File: src/rtl/reg_fetch_bypass_if.sv
// Bus between the scheduler, the register-fetch stage and Ex.
// The master side (scheduler / bench) drives instruction and write-back
// fields; the slave side (the stage) drives the ex_* fields towards Ex.
interface reg_fetch_bypass_if #(
    parameter int XLEN      = 32,
    parameter int NUM_REGS  = 32,
    parameter int NUM_WB    = 2,
    parameter int PAYLOAD_W = 64
);
    localparam int IDX_W = $clog2(NUM_REGS);

    logic                    flush;
    logic                    stall;
    logic                    valid;
    logic [PAYLOAD_W-1:0]    payload;
    logic                    rs1_valid;
    logic [IDX_W-1:0]        rs1_idx;
    logic                    rs2_valid;
    logic [IDX_W-1:0]        rs2_idx;
    logic [NUM_WB-1:0]       wb_valid;
    logic [NUM_WB*IDX_W-1:0] wb_idx;
    logic [NUM_WB*XLEN-1:0]  wb_data;

    logic                    ex_valid;
    logic [PAYLOAD_W-1:0]    ex_payload;
    logic                    ex_rs1_valid;
    logic [IDX_W-1:0]        ex_rs1_idx;
    logic                    ex_rs2_valid;
    logic [IDX_W-1:0]        ex_rs2_idx;
    logic [XLEN-1:0]         ex_data_rs1;
    logic [XLEN-1:0]         ex_data_rs2;

    modport master (
        output flush, stall, valid, payload, rs1_valid, rs1_idx, rs2_valid, rs2_idx,
               wb_valid, wb_idx, wb_data,
        input  ex_valid, ex_payload, ex_rs1_valid, ex_rs1_idx, ex_rs2_valid, ex_rs2_idx,
               ex_data_rs1, ex_data_rs2
    );

    modport slave (
        input  flush, stall, valid, payload, rs1_valid, rs1_idx, rs2_valid, rs2_idx,
               wb_valid, wb_idx, wb_data,
        output ex_valid, ex_payload, ex_rs1_valid, ex_rs1_idx, ex_rs2_valid, ex_rs2_idx,
               ex_data_rs1, ex_data_rs2
    );
endinterface

File: src/rtl/reg_fetch_bypass.sv
// Register-fetch stage: flop register file with several write-back ports,
// same-cycle write-back forwarding into the operands, and refresh of held
// operands while the stage is stalled so Ex always sees current values.
module reg_fetch_bypass #(
    parameter int XLEN      = 32,
    parameter int NUM_REGS  = 32,
    parameter int NUM_WB    = 2,
    parameter int PAYLOAD_W = 64,
    parameter int ZERO_REG  = 1
) (
    input  logic               i_clk,
    input  logic               i_rst_n,
    reg_fetch_bypass_if.slave  bus
);
    localparam int IDX_W = $clog2(NUM_REGS);
    localparam logic [IDX_W:0] REG_LIMIT = NUM_REGS[IDX_W:0];

    logic [XLEN-1:0]      rf      [NUM_REGS];
    logic [XLEN-1:0]      rf_next [NUM_REGS];

    logic                 q_valid;
    logic [PAYLOAD_W-1:0] q_payload;
    logic                 q_rs1_valid;
    logic [IDX_W-1:0]     q_rs1_idx;
    logic                 q_rs2_valid;
    logic [IDX_W-1:0]     q_rs2_idx;
    logic [XLEN-1:0]      q_data1;
    logic [XLEN-1:0]      q_data2;

    logic                 src1_hit, src2_hit, held1_hit, held2_hit;
    logic [XLEN-1:0]      src1_wb, src2_wb, held1_wb, held2_wb;
    logic [XLEN-1:0]      src1_sel, src2_sel;

    // An index names a real, writable register: in range and not the hardwired zero.
    function automatic logic live_reg(input logic v, input logic [IDX_W-1:0] idx);
        logic in_range;
        logic is_zero;
        in_range = ({1'b0, idx} < REG_LIMIT);
        is_zero  = (ZERO_REG != 0) && (idx == '0);
        return v && in_range && !is_zero;
    endfunction

    // Find the highest-numbered write-back matching each incoming and each held source.
    always_comb begin
        src1_hit  = 1'b0;
        src2_hit  = 1'b0;
        held1_hit = 1'b0;
        held2_hit = 1'b0;
        src1_wb   = '0;
        src2_wb   = '0;
        held1_wb  = '0;
        held2_wb  = '0;
        for (int p = 0; p < NUM_WB; p++) begin
            if (bus.wb_valid[p]) begin
                if (bus.wb_idx[p*IDX_W +: IDX_W] == bus.rs1_idx) begin
                    src1_hit = 1'b1;
                    src1_wb  = bus.wb_data[p*XLEN +: XLEN];
                end
                if (bus.wb_idx[p*IDX_W +: IDX_W] == bus.rs2_idx) begin
                    src2_hit = 1'b1;
                    src2_wb  = bus.wb_data[p*XLEN +: XLEN];
                end
                if (bus.wb_idx[p*IDX_W +: IDX_W] == q_rs1_idx) begin
                    held1_hit = 1'b1;
                    held1_wb  = bus.wb_data[p*XLEN +: XLEN];
                end
                if (bus.wb_idx[p*IDX_W +: IDX_W] == q_rs2_idx) begin
                    held2_hit = 1'b1;
                    held2_wb  = bus.wb_data[p*XLEN +: XLEN];
                end
            end
        end
    end

    // Operand for each incoming source: zero, forwarded write-back, or array value.
    always_comb begin
        src1_sel = '0;
        src2_sel = '0;
        if (live_reg(bus.rs1_valid, bus.rs1_idx)) begin
            src1_sel = src1_hit ? src1_wb : rf[bus.rs1_idx];
        end
        if (live_reg(bus.rs2_valid, bus.rs2_idx)) begin
            src2_sel = src2_hit ? src2_wb : rf[bus.rs2_idx];
        end
    end

    // Next register-file contents; ascending port order lets the highest port win.
    always_comb begin
        rf_next = rf;
        for (int p = 0; p < NUM_WB; p++) begin
            if (bus.wb_valid[p] && live_reg(1'b1, bus.wb_idx[p*IDX_W +: IDX_W])) begin
                rf_next[bus.wb_idx[p*IDX_W +: IDX_W]] = bus.wb_data[p*XLEN +: XLEN];
            end
        end
    end

    // Register file commits write-backs every edge, independent of stall and flush.
    always_ff @(posedge i_clk or negedge i_rst_n) begin
        if (!i_rst_n) begin
            rf <= '{default: '0};
        end else begin
            rf <= rf_next;
        end
    end

    // Stage register: flush beats stall beats advance; stall refreshes held operands.
    always_ff @(posedge i_clk or negedge i_rst_n) begin
        if (!i_rst_n) begin
            q_valid     <= 1'b0;
            q_payload   <= '0;
            q_rs1_valid <= 1'b0;
            q_rs1_idx   <= '0;
            q_rs2_valid <= 1'b0;
            q_rs2_idx   <= '0;
            q_data1     <= '0;
            q_data2     <= '0;
        end else if (bus.flush) begin
            q_valid     <= 1'b0;
            q_payload   <= '0;
            q_rs1_valid <= 1'b0;
            q_rs1_idx   <= '0;
            q_rs2_valid <= 1'b0;
            q_rs2_idx   <= '0;
            q_data1     <= '0;
            q_data2     <= '0;
        end else if (bus.stall) begin
            if (live_reg(q_rs1_valid, q_rs1_idx) && held1_hit) begin
                q_data1 <= held1_wb;
            end
            if (live_reg(q_rs2_valid, q_rs2_idx) && held2_hit) begin
                q_data2 <= held2_wb;
            end
        end else begin
            q_valid     <= bus.valid;
            q_payload   <= bus.payload;
            q_rs1_valid <= bus.rs1_valid;
            q_rs1_idx   <= bus.rs1_idx;
            q_rs2_valid <= bus.rs2_valid;
            q_rs2_idx   <= bus.rs2_idx;
            q_data1     <= src1_sel;
            q_data2     <= src2_sel;
        end
    end

    assign bus.ex_valid     = q_valid;
    assign bus.ex_payload   = q_payload;
    assign bus.ex_rs1_valid = q_rs1_valid;
    assign bus.ex_rs1_idx   = q_rs1_idx;
    assign bus.ex_rs2_valid = q_rs2_valid;
    assign bus.ex_rs2_idx   = q_rs2_idx;
    assign bus.ex_data_rs1  = q_data1;
    assign bus.ex_data_rs2  = q_data2;
endmodule
File: src/flat_wrapper.sv
// flat-port wrapper written by rule: the top's interface ports become plain ports
module reg_fetch_bypass_flat 
#(
    parameter int XLEN      = 32,
    parameter int NUM_REGS  = 32,
    parameter int NUM_WB    = 2,
    parameter int PAYLOAD_W = 64,
    parameter int ZERO_REG  = 1
)
  (i_clk, i_rst_n, bus_flush, bus_stall, bus_valid, bus_payload, bus_rs1_valid, bus_rs1_idx, bus_rs2_valid, bus_rs2_idx, bus_wb_valid, bus_wb_idx, bus_wb_data, bus_ex_valid, bus_ex_payload, bus_ex_rs1_valid, bus_ex_rs1_idx, bus_ex_rs2_valid, bus_ex_rs2_idx, bus_ex_data_rs1, bus_ex_data_rs2);
  reg_fetch_bypass_if #(.XLEN(XLEN), .NUM_REGS(NUM_REGS), .NUM_WB(NUM_WB), .PAYLOAD_W(PAYLOAD_W)) bus_i ();
  input  logic i_clk;
  input  logic i_rst_n;
  input wire logic [$bits(bus_i.flush)-1:0] bus_flush;
  input wire logic [$bits(bus_i.stall)-1:0] bus_stall;
  input wire logic [$bits(bus_i.valid)-1:0] bus_valid;
  input wire logic [$bits(bus_i.payload)-1:0] bus_payload;
  input wire logic [$bits(bus_i.rs1_valid)-1:0] bus_rs1_valid;
  input wire logic [$bits(bus_i.rs1_idx)-1:0] bus_rs1_idx;
  input wire logic [$bits(bus_i.rs2_valid)-1:0] bus_rs2_valid;
  input wire logic [$bits(bus_i.rs2_idx)-1:0] bus_rs2_idx;
  input wire logic [$bits(bus_i.wb_valid)-1:0] bus_wb_valid;
  input wire logic [$bits(bus_i.wb_idx)-1:0] bus_wb_idx;
  input wire logic [$bits(bus_i.wb_data)-1:0] bus_wb_data;
  output wire logic [$bits(bus_i.ex_valid)-1:0] bus_ex_valid;
  output wire logic [$bits(bus_i.ex_payload)-1:0] bus_ex_payload;
  output wire logic [$bits(bus_i.ex_rs1_valid)-1:0] bus_ex_rs1_valid;
  output wire logic [$bits(bus_i.ex_rs1_idx)-1:0] bus_ex_rs1_idx;
  output wire logic [$bits(bus_i.ex_rs2_valid)-1:0] bus_ex_rs2_valid;
  output wire logic [$bits(bus_i.ex_rs2_idx)-1:0] bus_ex_rs2_idx;
  output wire logic [$bits(bus_i.ex_data_rs1)-1:0] bus_ex_data_rs1;
  output wire logic [$bits(bus_i.ex_data_rs2)-1:0] bus_ex_data_rs2;
  assign bus_i.flush = bus_flush;
  assign bus_i.stall = bus_stall;
  assign bus_i.valid = bus_valid;
  assign bus_i.payload = bus_payload;
  assign bus_i.rs1_valid = bus_rs1_valid;
  assign bus_i.rs1_idx = bus_rs1_idx;
  assign bus_i.rs2_valid = bus_rs2_valid;
  assign bus_i.rs2_idx = bus_rs2_idx;
  assign bus_i.wb_valid = bus_wb_valid;
  assign bus_i.wb_idx = bus_wb_idx;
  assign bus_i.wb_data = bus_wb_data;
  assign bus_ex_valid = bus_i.ex_valid;
  assign bus_ex_payload = bus_i.ex_payload;
  assign bus_ex_rs1_valid = bus_i.ex_rs1_valid;
  assign bus_ex_rs1_idx = bus_i.ex_rs1_idx;
  assign bus_ex_rs2_valid = bus_i.ex_rs2_valid;
  assign bus_ex_rs2_idx = bus_i.ex_rs2_idx;
  assign bus_ex_data_rs1 = bus_i.ex_data_rs1;
  assign bus_ex_data_rs2 = bus_i.ex_data_rs2;
  reg_fetch_bypass #(.XLEN(XLEN), .NUM_REGS(NUM_REGS), .NUM_WB(NUM_WB), .PAYLOAD_W(PAYLOAD_W), .ZERO_REG(ZERO_REG)) u_core (.i_clk(i_clk), .i_rst_n(i_rst_n), .bus(bus_i));
endmodule
File: config.mk
export PLATFORM = sky130hd
export DESIGN_NAME = reg_fetch_bypass_flat
export DESIGN_NICKNAME = d
export VERILOG_FILES = /design/src/rtl/reg_fetch_bypass_if.sv /design/src/rtl/reg_fetch_bypass.sv /design/src/flat_wrapper.sv
export SDC_FILE = /design/constraint.sdc
export NUM_CORES = 2
export LEC_CHECK = 0
export CORE_UTILIZATION = 50
export CTS_CLUSTER_DIAMETER = 30
export DETAILED_ROUTE_END_ITERATION = 7
export HOLD_SLACK_MARGIN = 0.05
export PLACE_DENSITY_LB_ADDON = 0.15
export SLEW_MARGIN = 20
export SYNTH_ARGS = -nofsm -noshare
export SYNTH_HDL_FRONTEND = slang
export SYNTH_SLANG_ARGS = --single-unit
File: constraint.sdc
create_clock -name i_clk -period 5.18 [get_ports i_clk]
set_clock_uncertainty 0.05 [all_clocks]
set_input_delay 0.777 -clock i_clk [delete_from_list [all_inputs] [get_ports i_clk]]
set_output_delay 0.777 -clock i_clk [all_outputs]
set_load 0.005 [all_outputs]
==> summary.txt <==
Route
  – Per-cell routed wire length: 32.17 um
  – Wirelength, routed: 295.4 mm
  – DRT Pass-1 Iters: 8
  – 1st-iter DRT viols: 9,709
  – DRT antenna net count: 0
  – Drc violations: 1
  – Vias after detailed routing: 63,467
  – Vias per cell: 6.911

STA
  – Worst-margin pin slew: 1.236 ns
  – Setup TNS: 0 ns
  – Period utilization: 66.34%
  – Max Fclk: 291.0 MHz
  – Final hold viol count: 0
  – Max-slew violations: 0
  – Min Tclk post-route: 3.437 ns
  – Final setup violation count: 0
  – RSZ-0062 raised after global routing: no
  – Rel. slew slack: 17.34%

Worst setup path
  – Critical path origin: bus_rs1_idx[2]
  – Critical Path AT: 4.20 ns
  – Reg-to-Reg End: u_core.bus.ex_data_rs1[16]
  – R2R depth: 6
  – Endpoint type of the worst setup path: register
  – Crit Path Class: input port to register
  – Worst R2R Setup Slack: 2.07 ns
  – RR Startpoint: u_core.bus.ex_rs1_idx[1]
  – Setup crit start kind: input port
  – Worst Path Required: 5.94 ns
  – Worst-path fanout max: 20
  – CP Capture Point: u_core.bus.ex_data_rs1[2]

Finish
  – Commonest non-fill, non-tap cells in the layout: 1,199 x nor2_1, 1,165 x dfrtp_1, 1,033 x a21oi_1
  – Share of cells above drive strength 1: 18.27%
  – Nets: 7,249
  – Area grow syn2layout: 21.48%
  – Most common cell after layout, fill and taps aside: nor2_1
  – Non-filler cells, final: 9,183
  – Core Util, Final: 61.55%
  – Design Area, Final: 85,050 um^2

Power
  – Clk network pwr share: 49.8%
  – Switching part of the total: 27.40%
  – Power, Total: 39.56 mW
  – Power Density: 465.2 nW/um^2
  – Pint: 28.72 mW
  – Sw power: 10.84 mW
  – Peak supply drop: 314.2 uV
  – Leakage power: 33.91 nW
  – Logic pwr share: 17.5%
  – Reg power frac: 32.7%

Run
  – Max_cap viols: 0

Run status
  – Status: complete, but fails checks
  – Failing checks: design-rule violations

GRT
  – Vias in the first global route: 61,206
  – Largest net degree at the start of global routing: 133
  – GRT Resource Usage Total: 41.16%
  – First-pass GRT wire length: 423.2 mm
  – GRT overflow: 0
  – Initial antenna violation count: 9

Worst hold path
  – Hold_sp: bus_flush
  – Hold Crit Class: input port to register

Synth
  – Synth Cell Area: 70,010 um^2
  – Ys flop type: dfrtp_1
  – Async set-reset flop share out of synthesis: 100.0%
  – Number of flops mapped to enable cells by yosys: 0
  – Avg Inst Size Synth: 9.771 um^2
  – Syn nets: 7,322
  – Distinct cells, synth: 50
  – Synthesized instance count: 7,165
  – Number of synthesized register bits: 1,165
  – Synth warnings: 0
  – Sequential-to-total area share from yosys stat: 41.64%

Place
  – # port buffers: 297
  – Cell Area, Placed: 74,400 um^2
  – Placed insts: 8,643
  – Routability congestion estimate from global placement: 0.8865
  – Detailed placement HPWL: 162.3 mm

Clock network
  – Clock sinks: 1,165
  – Setup bufs post-CTS: 0
  – Total CTS buffers: 309
  – H-tree level count: 5
  – CTS tree: built
  – Post-cts gate resize count: 0
  – Clk_lat worst skew: 0.92 ns
  – Clock Path Buffers: 4
  – Worst-path clk slew: 0.04 ns
  – Root Buffer: clkbuf_16

Floorplanning
  – Core area: 138,200 um^2
  – Initial Util: 50.67%
  – Die Area: 141,500 um^2
  – Cell row count: 136
  – Die span in y: 376.2 um
  – I/O pin count: 298
  – Die X: 376.2 um
[worst min-delay path by stage]
stage | to | slack [ns] | cells after the start
CTS | u_core.bus.ex_rs2_idx[4] | 0.17 | 2
global route | u_core.bus.ex_rs1_idx[0] | 0.19 | 2
floorplan | u_core.rf[1000] | 0.39 | 1
finish | u_core.bus.ex_rs2_idx[1] | 0.20 | 2
global placement | u_core.rf[1009] | 0.33 | 0
detailed placement | u_core.rf[1015] | 0.33 | 0
[routing by layer]
metal	GRT usage, %	share of wire, %	vias to the layer above
met5	0.4460	0.056	-
li1	-	-	25962
met4	21.79	5.9	14
met1	54.34	37	31070
met2	58.02	42	5356
met3	16.44	15	1065
[sequential cells by signal, indices dropped and copies added, names as in the netlist]
signal / cells
u_core.bus.ex_rs1_idx: 5
u_core.bus.ex_rs2_valid: 1
u_core.bus.ex_valid: 1
u_core.rf: 1024
u_core.bus.ex_data_rs1: 32
u_core.bus.ex_rs1_valid: 1
u_core.bus.ex_data_rs2: 32
u_core.bus.ex_payload: 64
u_core.bus.ex_rs2_idx: 5
[cell type report]
type | instances | area (um^2)
Tap cell | 1863 | 2331
Timing Repair Buffer | 512 | 5265
Clock inverter | 132 | 1837
Fill cell | 11108 | 53120
Inverter | 32 | 120.1
Antenna cell | 3 | 7.507
Clock buffer | 404 | 8767
Multi-Input combinational cell | 5072 | 37570
Sequential cell | 1165 | 29150
[through the flow]
stage | setup slack (ns) | hold WS, ns
floorplan | 2.355 | 0.3913
global placement | 1.145 | 0.3263
detailed placement | 1.101 | 0.3333
CTS | 1.989 | 0.1705
global route | 1.714 | 0.1947
finish | 1.743 | 0.1953
[power by group through the flow]
stage,clock network (mW),logic [mW],registers (mW)
3_3_place_gp,0,6.57,12.8
6_report,19.7,6.93,12.9
4_1_cts,19.7,6.79,12.8
5_1_grt,20.2,7.41,13.1
3_5_place_dp,0,6.76,12.9
2_1_floorplan,0,5.09,12.4
[synth_stat cells (all sizes together) (4+ instances only)]
master	count	area (um^2)
nor2	1229	4616
dfrtp	1165	29150
a21oi	1033	5170
clkbuf	645	2425
mux2i	555	5555
nand2	521	1956
mux4	512	11530
o21ai	453	2267
a22oi	320	2402
buf	251	1331
nor4	69	494.2
nand3	67	335.3
a311oi	66	578.1
a221o	64	640.6
a32oi	53	464.2
xnor2	24	210.2
a31oi	18	112.6
clkinv	17	63.81
xor2	16	140.1
inv	15	56.30
nand2b	10	62.56
nor2b	9	56.30
nand4	8	50.05
and3	7	43.79
nor3	5	30.03
or2	5	31.28
or3	4	25.02
[worst max-delay path: stages]
cell             delay, ns
clkdlybuf4s50_1       0.84
xnor2_1               0.20
nand4_1               0.34
nor2_4                0.97
buf_4                 0.45
nor4_1                0.10
a311oi_1              0.31
a221o_1               0.19
[logic make-up after synthesis]
| logic type | after synthesis | synth area share [%] |
|---|---|---|
| buffers and inverters | 928 | 5.537 |
| DFF | 1165 | 41.64 |
| AOI/OAI and AO/OA | 2009 | 16.66 |
| xor gates and xnor gates | 40 | 0.5004 |
| and+or+nand+nor | 1956 | 11.26 |
| muxes | 1067 | 24.41 |
[timing repair]
action / 4_1_cts / 5_1_grt
hold buffers: 1 / 0
endpoints found under the setup margin: 0 / 0
hold endpoints to repair: 111 / 0
(Power assumes the default switching activity.)
